$ cat config.mk
export PLATFORM = sky130hd
export DESIGN_NAME = clock_mode_ctrl
export DESIGN_NICKNAME = d
export VERILOG_FILES = /design/src/rtl/clock_pkg.sv /design/src/rtl/btn_sync_edge.sv /design/src/rtl/clock_mode_ctrl.sv
export SDC_FILE = /design/constraint.sdc
export NUM_CORES = 1
export LEC_CHECK = 0
export ABC_CLOCK_PERIOD_IN_PS = 2000
export CORE_MARGIN = 10
export CORE_UTILIZATION = 40
export DETAILED_ROUTE_END_ITERATION = 16
export HOLD_SLACK_MARGIN = 0.15
export PLACE_DENSITY = 0.71
export SYNTH_ARGS = -nofsm -noshare
export SYNTH_HDL_FRONTEND = slang
export SYNTH_SLANG_ARGS = --single-unit
$ cat constraint.sdc
create_clock -name clk_1Hz -period 2 [get_ports clk_1Hz]
set_clock_uncertainty 0.05 [all_clocks]
set_input_delay 0.4 -clock clk_1Hz [delete_from_list [all_inputs] [get_ports clk_1Hz]]
set_output_delay 0.4 -clock clk_1Hz [all_outputs]
set_load 0.01 [all_outputs]
$ cat src/rtl/clock_pkg.sv
// rtl/clock_pkg.sv - mode encodings shared by the mode sequencer and the time/date counters
package clock_pkg;

  localparam int STATE_W = 3;

  typedef enum logic [STATE_W-1:0] {
    RUN       = 3'd0,
    SET_SEC   = 3'd1,
    SET_MIN   = 3'd2,
    SET_HOUR  = 3'd3,
    SHOW_DATE = 3'd4,
    SET_DAY   = 3'd5,
    SET_MONTH = 3'd6,
    SET_YEAR  = 3'd7
  } mode_e;

  // Modes in which SET edits a counter field.
  function automatic logic is_edit(input logic [STATE_W-1:0] s);
    return (s != RUN) && (s != SHOW_DATE);
  endfunction

endpackage

$ cat src/rtl/btn_sync_edge.sv
// rtl/btn_sync_edge.sv - push-button synchroniser, press detector and saturating hold counter
module btn_sync_edge #(
  parameter int CNT_W = 5
) (
  input  logic             clk_1Hz,
  input  logic             rst_n,
  input  logic             btn_n_i,
  input  logic             clr_i,
  output logic             press_o,
  output logic             held_o,
  output logic [CNT_W-1:0] hold_cnt_o
);

  logic             sync1_q, sync2_q, prev_q;
  logic [CNT_W-1:0] hold_cnt_q, hold_cnt_d;

  always_comb begin
    hold_cnt_d = hold_cnt_q;
    if (clr_i || sync2_q)
      hold_cnt_d = '0;
    else if (hold_cnt_q != '1)
      hold_cnt_d = hold_cnt_q + 1'b1;
  end

  // Flops reset to the released (high) level so reset never fakes a press.
  always_ff @(posedge clk_1Hz or negedge rst_n) begin
    if (!rst_n) begin
      sync1_q    <= 1'b1;
      sync2_q    <= 1'b1;
      prev_q     <= 1'b1;
      hold_cnt_q <= '0;
    end else begin
      sync1_q    <= btn_n_i;
      sync2_q    <= sync1_q;
      prev_q     <= sync2_q;
      hold_cnt_q <= hold_cnt_d;
    end
  end

  assign press_o    = prev_q & ~sync2_q;
  assign held_o     = ~sync2_q;
  assign hold_cnt_o = hold_cnt_q;

endmodule

$ cat src/rtl/clock_mode_ctrl.sv
// rtl/clock_mode_ctrl.sv - front-panel MODE/SET sequencer with auto-repeat, edit timeout and blink
module clock_mode_ctrl
  import clock_pkg::*;
#(
  parameter int state_num    = 8,
  parameter int TIMEOUT      = 30,
  parameter int REPEAT_DELAY = 2,
  parameter int CNT_W        = 5
) (
  input  logic               clk_1Hz,
  input  logic               rst_n,
  input  logic               mode_btn_n,
  input  logic               set_btn_n,
  output logic [STATE_W-1:0] state,
  output logic               set_button,
  output logic               blink,
  output logic               edit_active
);

  localparam logic [CNT_W-1:0]   TIMEOUT_C = CNT_W'(TIMEOUT);
  localparam logic [CNT_W-1:0]   REPEAT_C  = CNT_W'(REPEAT_DELAY);
  localparam logic [STATE_W-1:0] LAST_MODE = STATE_W'(state_num - 1);

  mode_e            state_q, state_d;
  logic [CNT_W-1:0] idle_q, idle_d;
  logic             set_button_q, set_button_d;
  logic             blink_q, blink_d;
  logic             edit_q, edit_d;
  logic             rpt_hit, state_chg;

  logic             mode_press, mode_held;
  logic [CNT_W-1:0] mode_hold_cnt;
  logic             set_press, set_held;
  logic [CNT_W-1:0] set_hold_cnt;
  logic             unused_mode;

  btn_sync_edge #(.CNT_W(CNT_W)) u_mode_btn (
    .clk_1Hz    (clk_1Hz),
    .rst_n      (rst_n),
    .btn_n_i    (mode_btn_n),
    .clr_i      (state_chg),
    .press_o    (mode_press),
    .held_o     (mode_held),
    .hold_cnt_o (mode_hold_cnt)
  );

  btn_sync_edge #(.CNT_W(CNT_W)) u_set_btn (
    .clk_1Hz    (clk_1Hz),
    .rst_n      (rst_n),
    .btn_n_i    (set_btn_n),
    .clr_i      (state_chg),
    .press_o    (set_press),
    .held_o     (set_held),
    .hold_cnt_o (set_hold_cnt)
  );

  assign unused_mode = ^{mode_held, mode_hold_cnt};

  // MODE beats SET; a fresh SET press beats the timeout; repeat does not.
  always_comb begin
    state_d      = state_q;
    idle_d       = idle_q;
    set_button_d = 1'b1;
    rpt_hit      = set_held && (set_hold_cnt >= REPEAT_C);
    if (mode_press)
      state_d = (state_q == LAST_MODE) ? RUN : mode_e'(state_q + 1'b1);
    else if (!set_press && (idle_q == TIMEOUT_C))
      state_d = RUN;
    else if (is_edit(state_q) && (set_press || rpt_hit))
      set_button_d = 1'b0;

    if ((state_q == RUN) || mode_press || set_press)
      idle_d = '0;
    else if (idle_q != TIMEOUT_C)
      idle_d = idle_q + 1'b1;

    blink_d = is_edit(state_d) ? ~blink_q : 1'b0;
    edit_d  = is_edit(state_d);
  end

  assign state_chg = (state_d != state_q);

  always_ff @(posedge clk_1Hz or negedge rst_n) begin
    if (!rst_n) begin
      state_q      <= RUN;
      idle_q       <= '0;
      set_button_q <= 1'b1;
      blink_q      <= 1'b0;
      edit_q       <= 1'b0;
    end else begin
      state_q      <= state_d;
      idle_q       <= idle_d;
      set_button_q <= set_button_d;
      blink_q      <= blink_d;
      edit_q       <= edit_d;
    end
  end

  assign state       = state_q;
  assign set_button  = set_button_q;
  assign blink       = blink_q;
  assign edit_active = edit_q;

endmodule
; ---- Yosys cells after proc, flatten, opt, wreduce, memory -nomap -nowiden
; Index checks and enable logic that the tools add are counted.
[totals]
reg_bits = 22
inputBits = 4
word_cells = 54
[classes]
addsub = 3
order_cmp = 1
n_eq_ne = 7
muxes = 11
bitwise = 5
reduce_logical = 15
[ops]
columns = cell, n
row1 = 5-bit 2-to-1 mux, 4
row2 = "5-bit by 1-bit adder with 5-bit output, second input constant", 2
row3 = "5-bit inequality test, second input constant", 2
row4 = 3-bit 2-to-1 mux, 3
row5 = "3-bit inequality test, second input constant", 2
row6 = 3-bit nonzero test, 2
row7 = "5-bit == test, second input constant", 1
row8 = "5-bit by 2-bit greater-or-equal comparator with 1-bit output, second input constant", 1
row9 = 1-bit logical AND, 5
row10 = 1-bit logical OR, 4
row11 = 1-bit 2-to-1 mux, 4
row12 = 2-bit nonzero test, 2
row13 = "3-bit by 1-bit adder with 3-bit output, second input constant", 1
row14 = "3-bit == test, second input constant", 1
row15 = 3-bit zero test, 1
row16 = 3-bit inequality test, 1
row17 = 1-bit NOT, 3
row18 = 1-bit AND, 2
row19 = 1-bit zero test, 1

; ---- Longest topological paths before layout
; Gate-level depths: netlist (run 1).
[logic_depth]
depth_word = 9
mapped_depth = 6

; ---- Modules after synthesis
; A second synthesis (run 1) with hierarchy kept.
[hier_totals]
cells_unflattened = 118
area_unflattened_um2 = 1313.8
[by_module_without_submodules]
columns = module, n_inst, cells_per_inst, area_each_um2
row1 = btn_sync_edge, 2, 26, 331.6
row2 = clock_mode_ctrl, 1, 66, 650.6

; ---- Worst setup path after synthesis (run 1)
; No wires, ideal clock.
[synth_path]
path_type = reg-to-reg
from = reg state_q[0] (netlist: state[0])
to = reg u_set_btn.hold_cnt_q[0] (netlist: u_set_btn.hold_cnt_o[0])
setup_time_ns = 0.124
arrival_ns = 1.748
t_required_ns = 1.826
path_slack_ns = 0.078
path_stages_with_launch = 7
synth_period_minus_slack_ns = 1.922
cell_sequence = dfrtp_1 ha_1 ha_1 or3b_2 o31ai_1 a22o_1 nor4_1
[synth_between]
elab_chain_len = 6
[synth_lines]
columns = element, line
row1 = "start, declared", clock_mode_ctrl.sv:24  ; mode_e state_q, state_d;
row2 = "start signal, assigned", clock_mode_ctrl.sv:91  ; state_q <= state_d;
row3 = 3-bit by 1-bit adder with 3-bit output / 3-bit == test (equally long branches), clock_mode_ctrl.sv:66  ; state_d = (state_q == LAST_MODE) ? RUN : mode_e'(state_q + 1'b1);
row4 = 3-bit 2-to-1 mux, clock_mode_ctrl.sv:66
row5 = 3-bit 2-to-1 mux, clock_mode_ctrl.sv:65  ; if (mode_press)
row6 = 3-bit inequality test *, clock_mode_ctrl.sv:81  ; assign state_chg = (state_d != state_q);
row7 = 1-bit logical OR *, btn_sync_edge.sv:19  ; if (clr_i || sync2_q)
row8 = 5-bit 2-to-1 mux / 2-bit nonzero test (equally long branches), -
row9 = "end signal, assigned", btn_sync_edge.sv:36  ; hold_cnt_q <= hold_cnt_d;
row10 = "end, declared", btn_sync_edge.sv:15  ; logic [CNT_W-1:0] hold_cnt_q, hold_cnt_d;
; Every way passes the cells marked *; elsewhere a longest branch is shown, timed or not.
; A chain may end at the register's enable or synchronous reset.

; ---- Worst setup path in the final report (run 1)
[layout_path]
from = reg state_q[0] (netlist: state[0])
to = reg u_set_btn.hold_cnt_q[3] (netlist: u_set_btn.hold_cnt_o[3])
; The elaborated chain is that of the path after synthesis.

==> summary.md, run 1 <==
| Metric | Value |
|---|---|
| DP HPWL | 1540 microns |
| Post-Synthesis Mean Instance Area | 11.5 sq um |
| Vias in the first global route | 779 |
| Worst ir drop on vdd | 600 uV |
| Outcome | complete, no violations |
| Number of H-tree levels | 1 |
| Distinct cell type count of the synthesized netlist | 36 |
| Number of antenna violations at the first check in global routing | 0 |
| Worst reg2reg startpoint | state[0] |
| Clock latency of the later-clocked register in the worst-skew pair | 0.30 ns |
| Max-slew violation count | 0 |
| RSZ-0062 raised after global routing | false |
| Setup Viol. Count Final | 0 |
| Max Freq | 0.531 GHz |
| Std cell rows | 19 |
| Number of instances in the synthesized netlist | 97 |
| Floorplan Core Area | 0.00271 sq mm |
| Share of final-layout standard cells stronger than drive strength 1 | 24.8% |
| Maximum number of pins on one net before global-route repair | 23 |
| Post-detailed-route count of antenna-violating nets | 0 |
| Worst Min Path Start | u_set_btn.sync1_q |
| Worst EP arrival | 2.03 ns |
| Portion of synthesized cell area occupied by the leading cell type | 33.7% |
| Hold Path Depth | 0 |
| Total wire length after detailed routing | 2090 microns |
| Weighted congestion reported at the end of routability-driven placement | 0.760 |
| Clock sinks | 22 |
| Initial standard-cell utilization of the core | 41.0% |
| Crit path capture type | flip-flop |
| Fin crit period | 1.88 ns |
| Count of inserted antenna diode cells | 0 |
| Critical path launch point | state[0] |
| Sequential fraction of the synthesis area | 50.3% |
| Clock Pin Slew Worst Setup and Hold Paths | 0.12 ns |
| Count of buffers from port buffering | 9 |
| Die span in y | 72.7 microns |
| Global router's overall resource usage | 8.34% |
| Final global-route overflow total | 0 |
| Root buffer cell | sky130_fd_sc_hd__clkbuf_4 |
| Worst-path fanout max | 5 |
| Share of synthesized flip-flops with an asynchronous set or reset | 100% |
| Number of violations reported at the end of detailed-routing iteration 0 | 35 |
| Number of standard cells in the layout, taps in and fillers out | 144 |
| Period Utilization, post-route | 94.2% |
| Final hold vios | 0 |
| Count of flip-flops with a built-in enable after synthesis | 0 |
| Count of TritonRoute iterations in the first routing pass | 4 |
| Kind of launch point of the worst setup path | flip-flop |
| Synth-to-Final Area Change | 18.4% |
| Top_reg_cell synth | sky130_fd_sc_hd__dfrtp_1 |
| Required time of the critical path | 2.15 ns |
| Io pins | 10 |
| Die Wd | 72.7 microns |
| First-pass GRT wire length | 3600 microns |
| Most common cell in the synthesized netlist | sky130_fd_sc_hd__dfrtp_1 |
| CTS hold repair buffers | 0 |
| Number of synthesized register bits | 22 |
| Placed Cells | 138 |
| Syn Std Cell Area | 0.00111 sq mm |
| Normalized max-slew margin | 75.2% |
| Largest cells by area after synthesis | sky130_fd_sc_hd__dfrtp_1 34%, sky130_fd_sc_hd__dfstp_2 17%, sky130_fd_sc_hd__ha_1 10% |
| Number of maximum-capacitance constraint violations | 0 |
| Depth of the most critical reg-to-reg path | 6 |
| Net count, final | 127 |
| Fin Hold WS | 0.314 ns |
| DRC Markers | 0 |
| Transition time of the tightest slew-check pin | 0.369 ns |
| Leakage power | 0.583 nW |
| TritonCTS clock tree | done |
| Cell area power density | 1060 mW/mm^2 |
| Class of the worst hold path | reg -> reg |
| Worst Setup Path Type | reg -> reg |
| Overall die area | 0.00529 sq mm |
| Wire length per cell after detailed routing | 14.5 microns |
| Cell type with the largest total area after synthesis | sky130_fd_sc_hd__dfrtp_1 |
| Warnings, synthesis | 0 |
| Ranking of synthesized cells by instance count | 15 x sky130_fd_sc_hd__dfrtp_1, 9 x sky130_fd_sc_hd__ha_1, 9 x sky130_fd_sc_hd__nor2_1 |
| Total clock buffers created by CTS | 3 |
| Maximum clock insertion buffer count | 2 |
| Syn Nets | 110 |
| Via count | 785 |
| Post-DR vias/cell | 5.45 |
[stage by stage]
step | TNS (ns) | setup WS [ns] | area, sq um | util [%] | total power, mW
floorplan | 0 | 0.0777 | 1110 | - | 0.904
global placement | 0 | 0.0651 | 1240 | 45.9 | 1.09
detailed placement | -0.0825 | -0.0190 | 1240 | 45.9 | 1.11
CTS | 0 | 0.00515 | 1290 | 47.6 | 1.37
global route | 0 | 0.0124 | 1320 | 48.6 | 1.50
finish | 0 | 0.115 | 1320 | 48.6 | 1.39
[critical path, cell delays in order, from the launching register on]
cell                      delay [ns]
sky130_fd_sc_hd__dfrtp_2        0.44
sky130_fd_sc_hd__ha_1           0.23
sky130_fd_sc_hd__ha_4           0.22
sky130_fd_sc_hd__or3b_2         0.43
sky130_fd_sc_hd__o31ai_1        0.08
sky130_fd_sc_hd__a22o_2         0.25
sky130_fd_sc_hd__nor4_1         0.07
[sequential cells by signal, indices dropped and copies added (netlist names)]
signal / flops
edit_active: 1
u_set_btn.sync2_q: 1
idle_q: 5
u_mode_btn.prev_q: 1
u_set_btn.sync1_q: 1
blink: 1
u_set_btn.prev_q: 1
state: 3
set_button: 1
u_mode_btn.sync2_q: 1
u_set_btn.hold_cnt_o: 5
u_mode_btn.sync1_q: 1
[worst paths after layout]
kind	end	slack (ns)
worst max register to register	u_set_btn.hold_cnt_o[3]	0.12
worst max-delay path	u_set_btn.hold_cnt_o[3]	0.12
worst min register to register	u_set_btn.sync2_q	0.31
min in group asynchronous	state[1]	0.38
max in group asynchronous	u_set_btn.prev_q	1.24
worst min-delay path	u_set_btn.sync2_q	0.31
[what timing repair did]
item / 4_1_cts / 5_1_grt
setup buffers: 1 / 1
endpoints found under the setup margin: 5 / 5
gates cloned: 0 / 0
pin swaps: 1 / 1
resized for setup: 1 / 3
[layout make-up]
| type | instances | area, sq um |
|---|---|---|
| clock buffers | 4 | 36.3 |
| fillers | 263 | 1390 |
| inverters | 6 | 22.5 |
| multi-input cells | 68 | 539 |
| flip-flops and latches | 22 | 561 |
| well taps | 31 | 38.8 |
| repair buffers | 13 | 120 |
[power breakdown]
part           switching (mW)  leakage, nW  internal [mW]
Combinational           0.247        0.293          0.277
Clock                   0.130       0.0210          0.111
Sequential             0.0898        0.269          0.539
[cell families (layout without fill, tap and decap cells)]
family | after synthesis | in the layout | synth area share (%)
and+or+nand+nor | 36 | 36 | 19.9
muxes | 1 | 1 | 0.900
xor gates and xnor gates | 4 | 4 | 3.15
DFF | 22 | 22 | 50.3
AOI/OAI and AO/OA | 18 | 18 | 12.6
buffers and inverters | 7 | 23 | 3.04
adders and majority gates | 9 | 9 | 10.1
[routing by layer]
metal / share of wire [%] / global-route usage (%)
met5: 0 / 0
met4: 0 / 1.05
met3: 5.5 / 3.81
met2: 52 / 14.1
met1: 43 / 9.66
[layout by cell type (no fill, tap or decap), drive strengths merged, types with 2 or more instances in the layout]
master / n
nand3: 3
or3b: 2
and3: 3
buf: 4
a22o: 2
inv: 6
nand2b: 2
nor4: 5
ha: 9
nand2: 3
dfrtp: 15
clkdlybuf4s50: 9
xnor2: 2
dfstp: 7
o21ai: 4
clkbuf: 4
a21oi: 3
xor2: 2
nor2b: 3
nor2: 10
o31ai: 3
Note: power is estimated with default switching activity, not from simulation.
==> run 2, diff against run 1 <==
--- a/config.mk
+++ b/config.mk
@@ -7,9 +7,11 @@
 export LEC_CHECK = 0
 export ABC_CLOCK_PERIOD_IN_PS = 2000
+export CELL_PAD_IN_SITES_DETAIL_PLACEMENT = 0
+export CELL_PAD_IN_SITES_GLOBAL_PLACEMENT = 1
 export CORE_MARGIN = 10
 export CORE_UTILIZATION = 40
 export DETAILED_ROUTE_END_ITERATION = 16
 export HOLD_SLACK_MARGIN = 0.15
-export PLACE_DENSITY = 0.71
+export PLACE_DENSITY = 0.83
 export SYNTH_ARGS = -nofsm -noshare
 export SYNTH_HDL_FRONTEND = slang
==> constraint.sdc (replaced) <==
create_clock -name clk_1Hz -period 2 [get_ports clk_1Hz]
set_clock_uncertainty 0.05 [all_clocks]
set_input_delay 0.2 -clock clk_1Hz [delete_from_list [all_inputs] [get_ports clk_1Hz]]
set_output_delay 0.2 -clock clk_1Hz [all_outputs]
set_load 0.01 [all_outputs]
==> run 2 against run 1 <==
  * Core utilization increased by 0.14 points
  * Via count is 2.3% higher
  * Global-route usage about the same
  * Critical endpoint is now u_set_btn.hold_cnt_o[4]
  * Largest power group unchanged
  * Highest routed layer is now met4
==> summary.md, run 2 (synthesized netlist as in run 1, its figures left out) <==
| Metric | Value |
|---|---|
| RSZ-0062 raised after global routing | false |
| Final global-route overflow total | 0 |
| DP HPWL | 1510 microns |
| Worst EP arrival | 2.06 ns |
| Cell area power density | 1050 mW/mm^2 |
| First-pass GRT wire length | 3600 microns |
| DRC Markers | 0 |
| Leakage power | 0.587 nW |
| PnR worst setup slack | 0.0859 ns |
| Total clock buffers created by CTS | 3 |
| Outcome | complete, no violations |
| Std cell rows | 19 |
| Global router's overall resource usage | 8.37% |
| Final hold vios | 0 |
| Maximum clock insertion buffer count | 2 |
| Fin crit period | 1.91 ns |
| Fill count | 264 |
| Crit path capture type | flip-flop |
| Total wire length after detailed routing | 2090 microns |
| Class of the worst hold path | in -> async |
| Final total power | 1.39 mW |
| Setup Viol. Count Final | 0 |
| Io pins | 10 |
| Worst-path fanout max | 5 |
| Post-detailed-route count of antenna-violating nets | 0 |
| Weighted congestion reported at the end of routability-driven placement | 0.830 |
| Maximum number of pins on one net before global-route repair | 23 |
| Setup total negative slack | 0 ns |
| Post-DR vias/cell | 5.54 |
| Die span in y | 72.7 microns |
| Critical path's largest stage delay | 0.45 ns |
| Number of antenna violations at the first check in global routing | 0 |
| Slowest stage cell, crit path | sky130_fd_sc_hd__or3b_2 |
| Wire length per cell after detailed routing | 14.4 microns |
| Transition time of the tightest slew-check pin | 0.361 ns |
| Via count | 803 |
| Count of TritonRoute iterations in the first routing pass | 4 |
| Count of buffers from port buffering | 9 |
| Number of maximum-capacitance constraint violations | 0 |
| Worst ir drop on vdd | 683 uV |
| Period Utilization, post-route | 95.7% |
| Number of violations reported at the end of detailed-routing iteration 0 | 33 |
| Root buffer cell | sky130_fd_sc_hd__clkbuf_4 |
| Number of H-tree levels | 1 |
| CTS hold repair buffers | 0 |
| Required time of the critical path | 2.14 ns |
| Net count, final | 128 |
| Share of final-layout standard cells stronger than drive strength 1 | 23.7% |
| Max Freq | 0.522 GHz |
| Worst Setup Path Type | reg -> reg |
| Leading cell types in the layout, fill and taps excluded | 15 x sky130_fd_sc_hd__dfrtp_1, 9 x sky130_fd_sc_hd__nor2_1, 9 x sky130_fd_sc_hd__clkdlybuf4s50_1 |
| Synth-to-Final Area Change | 18.8% |
| Normalized max-slew margin | 75.8% |
| Count of inserted antenna diode cells | 0 |
| Die Wd | 72.7 microns |
| Area taken by flip-flops and latches | 559 sq um |
| Clock Pin Slew Worst Setup and Hold Paths | 0.11 ns |
| Worst setup timing slack at the placement stage | 0.0443 ns |
| Max-slew violation count | 0 |
| Floorplan Core Area | 0.00271 sq mm |
| Vias in the first global route | 810 |
| Most common library cell in the layout ignoring fill and taps | sky130_fd_sc_hd__dfrtp_1 |
| Ordered cell list for the critical path | ha_2 > ha_4 > or3b_2 > o31ai_1 > a22o_1 > nor4_1 |
| Multi-input combinational cell area | 537 sq um |
| Kind of launch point of the worst setup path | flip-flop |
| Clock sinks | 22 |
| Overall die area | 0.00529 sq mm |
| Initial standard-cell utilization of the core | 41.0% |
| Clock latency of the later-clocked register in the worst-skew pair | 0.30 ns |
| TritonCTS clock tree | done |
## run 2: area by class of cell
| cell class | instances | share of cell area [%] |
|---|---|---|
| tap | 31 | 2.94 |
| timing repair buffer | 14 | 9.66 |
| inverter | 6 | 1.70 |
| multi-input combinational | 68 | 40.6 |
| sequential | 22 | 42.3 |
| clock buffer | 4 | 2.75 |
## run 2: power breakdown
part           switching (mW)  internal (mW)  leakage, nW
Combinational           0.250          0.283        0.296
Sequential             0.0841          0.538        0.270
Clock                   0.126          0.111       0.0210
## run 2: path summary, 6_finish.rpt
kind | startpoint | to | slack [ns] | cells after the start
max | state[0] | u_set_btn.hold_cnt_o[4] | 0.09 | 6
min reg2reg | u_set_btn.sync1_q | u_set_btn.sync2_q | 0.31 | 0
min in group clk_1Hz | mode_btn_n | u_mode_btn.sync1_q | 0.24 | 1
max in group asynchronous | rst_n | set_button | 1.45 | 2
min | rst_n | blink | 0.18 | 2
max reg2reg | state[0] | u_set_btn.hold_cnt_o[4] | 0.09 | 6
## run 2: metal layers
metal | vias to the layer above | GRT usage [%] | routed length (microns)
met3 | 4 | 2.99 | 149
met5 | - | 0 | 0
met2 | 17 | 13.4 | 1050
met4 | 0 | 3.80 | 27
met1 | 394 | 9.75 | 861
li1 | 388 | - | -
## run 2: through the flow
stage	area (sq um)	utilization, %	hold WS (ns)	instances
2_1_floorplan	1110	-	-0.146	97
3_3_place_gp	1260	46.5	0.296	140
3_5_place_dp	1260	46.5	0.299	140
4_1_cts	1300	47.8	0.181	144
5_1_grt	1320	48.8	0.190	145
6_report	1320	48.8	0.179	145
## run 2: worst max-delay path: cells and delay by family, from the launching register on
| family | cells | cell delay (ns) |
|---|---|---|
| adder cells (fa/ha/maj) | 2 | 0.44 |
| AND/OR/NAND/NOR | 2 | 0.53 |
| AO/OA/AOI/OAI | 2 | 0.36 |
| flip-flops | 1 | 0.44 |
## run 2: timing repair
item | 4_1_cts | 5_1_grt
buffers inserted | 0 | 1
resized for setup | 0 | 3
hold endpoints to repair | 0 | 0
endpoints found under the setup margin | 0 | 5
==> run 3, diff against run 2 <==
--- a/config.mk
+++ b/config.mk
@@ -7,4 +7,5 @@
 export LEC_CHECK = 0
 export ABC_CLOCK_PERIOD_IN_PS = 2000
+export CAP_MARGIN = 20
 export CELL_PAD_IN_SITES_DETAIL_PLACEMENT = 0
 export CELL_PAD_IN_SITES_GLOBAL_PLACEMENT = 1
==> constraint.sdc (replaced) <==
create_clock -name clk_1Hz -period 2 [get_ports clk_1Hz]
set_clock_uncertainty 0.05 [all_clocks]
set_input_delay 0.4 -clock clk_1Hz [delete_from_list [all_inputs] [get_ports clk_1Hz]]
set_output_delay 0.4 -clock clk_1Hz [all_outputs]
set_load 0.01 [all_outputs]
==> run 3 against run 2 <==
  * Combinational power is essentially flat
  * Sequential power is essentially flat
  * Critical path depth is the same
  * Via count is the same
  * Core utilization grew 0.092 points
  * Sequential cell count is the same
  * Fmax is essentially flat
  * Count of clock-buffer cells in the layout is the same
  * Global-route usage is the same
  * Final cell count is the same
  * Sequential share of layout area shrank 0.080 points
  * Largest cell class unchanged
==> summary.md, run 3 (synthesized netlist as in run 1, its figures left out) <==
| Metric | Value |
|---|---|
| Net count, final | 128 |
| Vias in the first global route | 810 |
| Count of TritonRoute iterations in the first routing pass | 4 |
| Final global-route overflow total | 0 |
| Setup total negative slack | 0 ns |
| Depth of the most critical reg-to-reg path | 6 |
| Maximum number of pins on one net before global-route repair | 23 |
| CTS hold repair buffers | 0 |
| Worst ir drop on vdd | 682 uV |
| Post-DR vias/cell | 5.54 |
| First-pass GRT wire length | 3600 microns |
| Clock latency of the later-clocked register in the worst-skew pair | 0.30 ns |
| Worst reg2reg startpoint | state[0] |
| Clock Pin Slew Worst Setup and Hold Paths | 0.11 ns |
| Total clock buffers created by CTS | 3 |
| Kind of launch point of the worst setup path | flip-flop |
| DP HPWL | 1510 microns |
| Reg-to-reg slack, setup | 0.09 ns |
| Design Area, Final | 0.00132 sq mm |
| Endpoint of the worst-slack reg-to-reg timing path | u_set_btn.hold_cnt_o[4] |
| TritonCTS clock tree | done |
| Io pins | 10 |
| Wire length per cell after detailed routing | 14.4 microns |
| Die Wd | 72.7 microns |
| Post-detailed-route count of antenna-violating nets | 0 |
| Max-slew violation count | 0 |
| Initial standard-cell utilization of the core | 41.0% |
| Number of H-tree levels | 1 |
| Via count | 803 |
| Final hold vios | 0 |
| Required time of the critical path | 2.14 ns |
| Most common library cell in the layout ignoring fill and taps | sky130_fd_sc_hd__dfrtp_1 |
| Number of antenna violations at the first check in global routing | 0 |
| Number of violations reported at the end of detailed-routing iteration 0 | 33 |
| Worst EP arrival | 2.06 ns |
| RSZ-0062 raised after global routing | false |
| DRC Markers | 0 |
| Total wire length after detailed routing | 2090 microns |
| Count of buffers from port buffering | 9 |
| Global router's overall resource usage | 8.37% |
| Die span in y | 72.7 microns |
| Fin crit period | 1.91 ns |
| Max Freq | 0.522 GHz |
| Floorplan Core Area | 0.00271 sq mm |
| Leading cell types in the layout, fill and taps excluded | 15 x sky130_fd_sc_hd__dfrtp_1, 9 x sky130_fd_sc_hd__nor2_1, 8 x sky130_fd_sc_hd__clkdlybuf4s50_1 |
| Hold Path Sink | u_set_btn.sync2_q |
| Cell area power density | 1050 mW/mm^2 |
| Weighted congestion reported at the end of routability-driven placement | 0.830 |
| Number of maximum-capacitance constraint violations | 0 |
| Transition time of the tightest slew-check pin | 0.361 ns |
| Period Utilization, post-route | 95.7% |
| Worst Setup Path Type | reg -> reg |
| Final total power | 1.39 mW |
| Share of final-layout standard cells stronger than drive strength 1 | 23.7% |
| Crit path capture type | flip-flop |
| Outcome | complete, no violations |
| Count of inserted antenna diode cells | 0 |
| Util after Layout | 48.8% |
| Worst setup timing slack at the placement stage | 0.0443 ns |
| Setup Viol. Count Final | 0 |
| PnR worst setup slack | 0.0859 ns |
| Clock sinks | 22 |
| Overall die area | 0.00529 sq mm |
| Placed inst area | 0.00126 sq mm |
| Maximum clock insertion buffer count | 2 |
| Leakage power | 0.598 nW |
| Synth-to-Final Area Change | 19.0% |
| Hold Path Depth | 0 |
| Root buffer cell | sky130_fd_sc_hd__clkbuf_4 |
| Std cell rows | 19 |
| Worst Min Path Start | u_set_btn.sync1_q |
| Worst-path fanout max | 5 |
| Class of the worst hold path | reg -> reg |
| Normalized max-slew margin | 75.8% |
-- run 3: how the worst max path moves through the flow --
stage	start	end	slack (ns)	cells past startpoint
finish	state[0]	u_set_btn.hold_cnt_o[4]	0.09	6
global route	state[0]	u_set_btn.hold_cnt_o[3]	0.02	6
CTS	state[0]	u_set_btn.hold_cnt_o[4]	0.02	6
detailed placement	state[0]	u_set_btn.hold_cnt_o[4]	0.04	6
global placement	state[0]	u_set_btn.hold_cnt_o[0]	0.08	6
floorplan	state[0]	u_set_btn.hold_cnt_o[0]	0.08	6
-- run 3: routing by layer --
layer / up-vias / global-route usage [%] / wire length (microns)
li1: 388 / - / -
met1: 394 / 9.75 / 859
met2: 17 / 13.4 / 1050
met3: 4 / 2.99 / 148
met4: 0 / 3.80 / 27
met5: - / 0 / 0
-- run 3: layout make-up --
cell class                 count  area, sq um
clock buffer                   4         36.3
fill                         263         1390
inverter                       6         22.5
multi-input combinational     68          537
sequential                    22          559
tap                           31         38.8
timing repair buffer          14          130
-- run 3: worst max-delay path, cell delays in order, from the launching register on --
cell and delay, ns:
sky130_fd_sc_hd__dfrtp_1 0.44, sky130_fd_sc_hd__ha_2 0.22, sky130_fd_sc_hd__ha_4 0.22, sky130_fd_sc_hd__or3b_2 0.45, sky130_fd_sc_hd__o31ai_1 0.09, sky130_fd_sc_hd__a22o_1 0.27, sky130_fd_sc_hd__nor4_1 0.08
-- run 3: per-stage QoR --
step                      hold slack [ns]  cells
after floorplan                    0.0544     97
after global placement              0.296    140
after detailed placement            0.299    140
after CTS                           0.316    144
after global routing                0.318    145
final                               0.313    145
-- run 3: repair_timing --
item,in CTS,in global routing
resized for setup,0,4
hold endpoints to repair,0,0
endpoints found under the setup margin,0,5
buffers inserted,0,1
-- run 3: power breakdown --
group	internal, mW	switching (mW)
Clock	0.111	0.126
Sequential	0.538	0.0839
Combinational	0.282	0.250
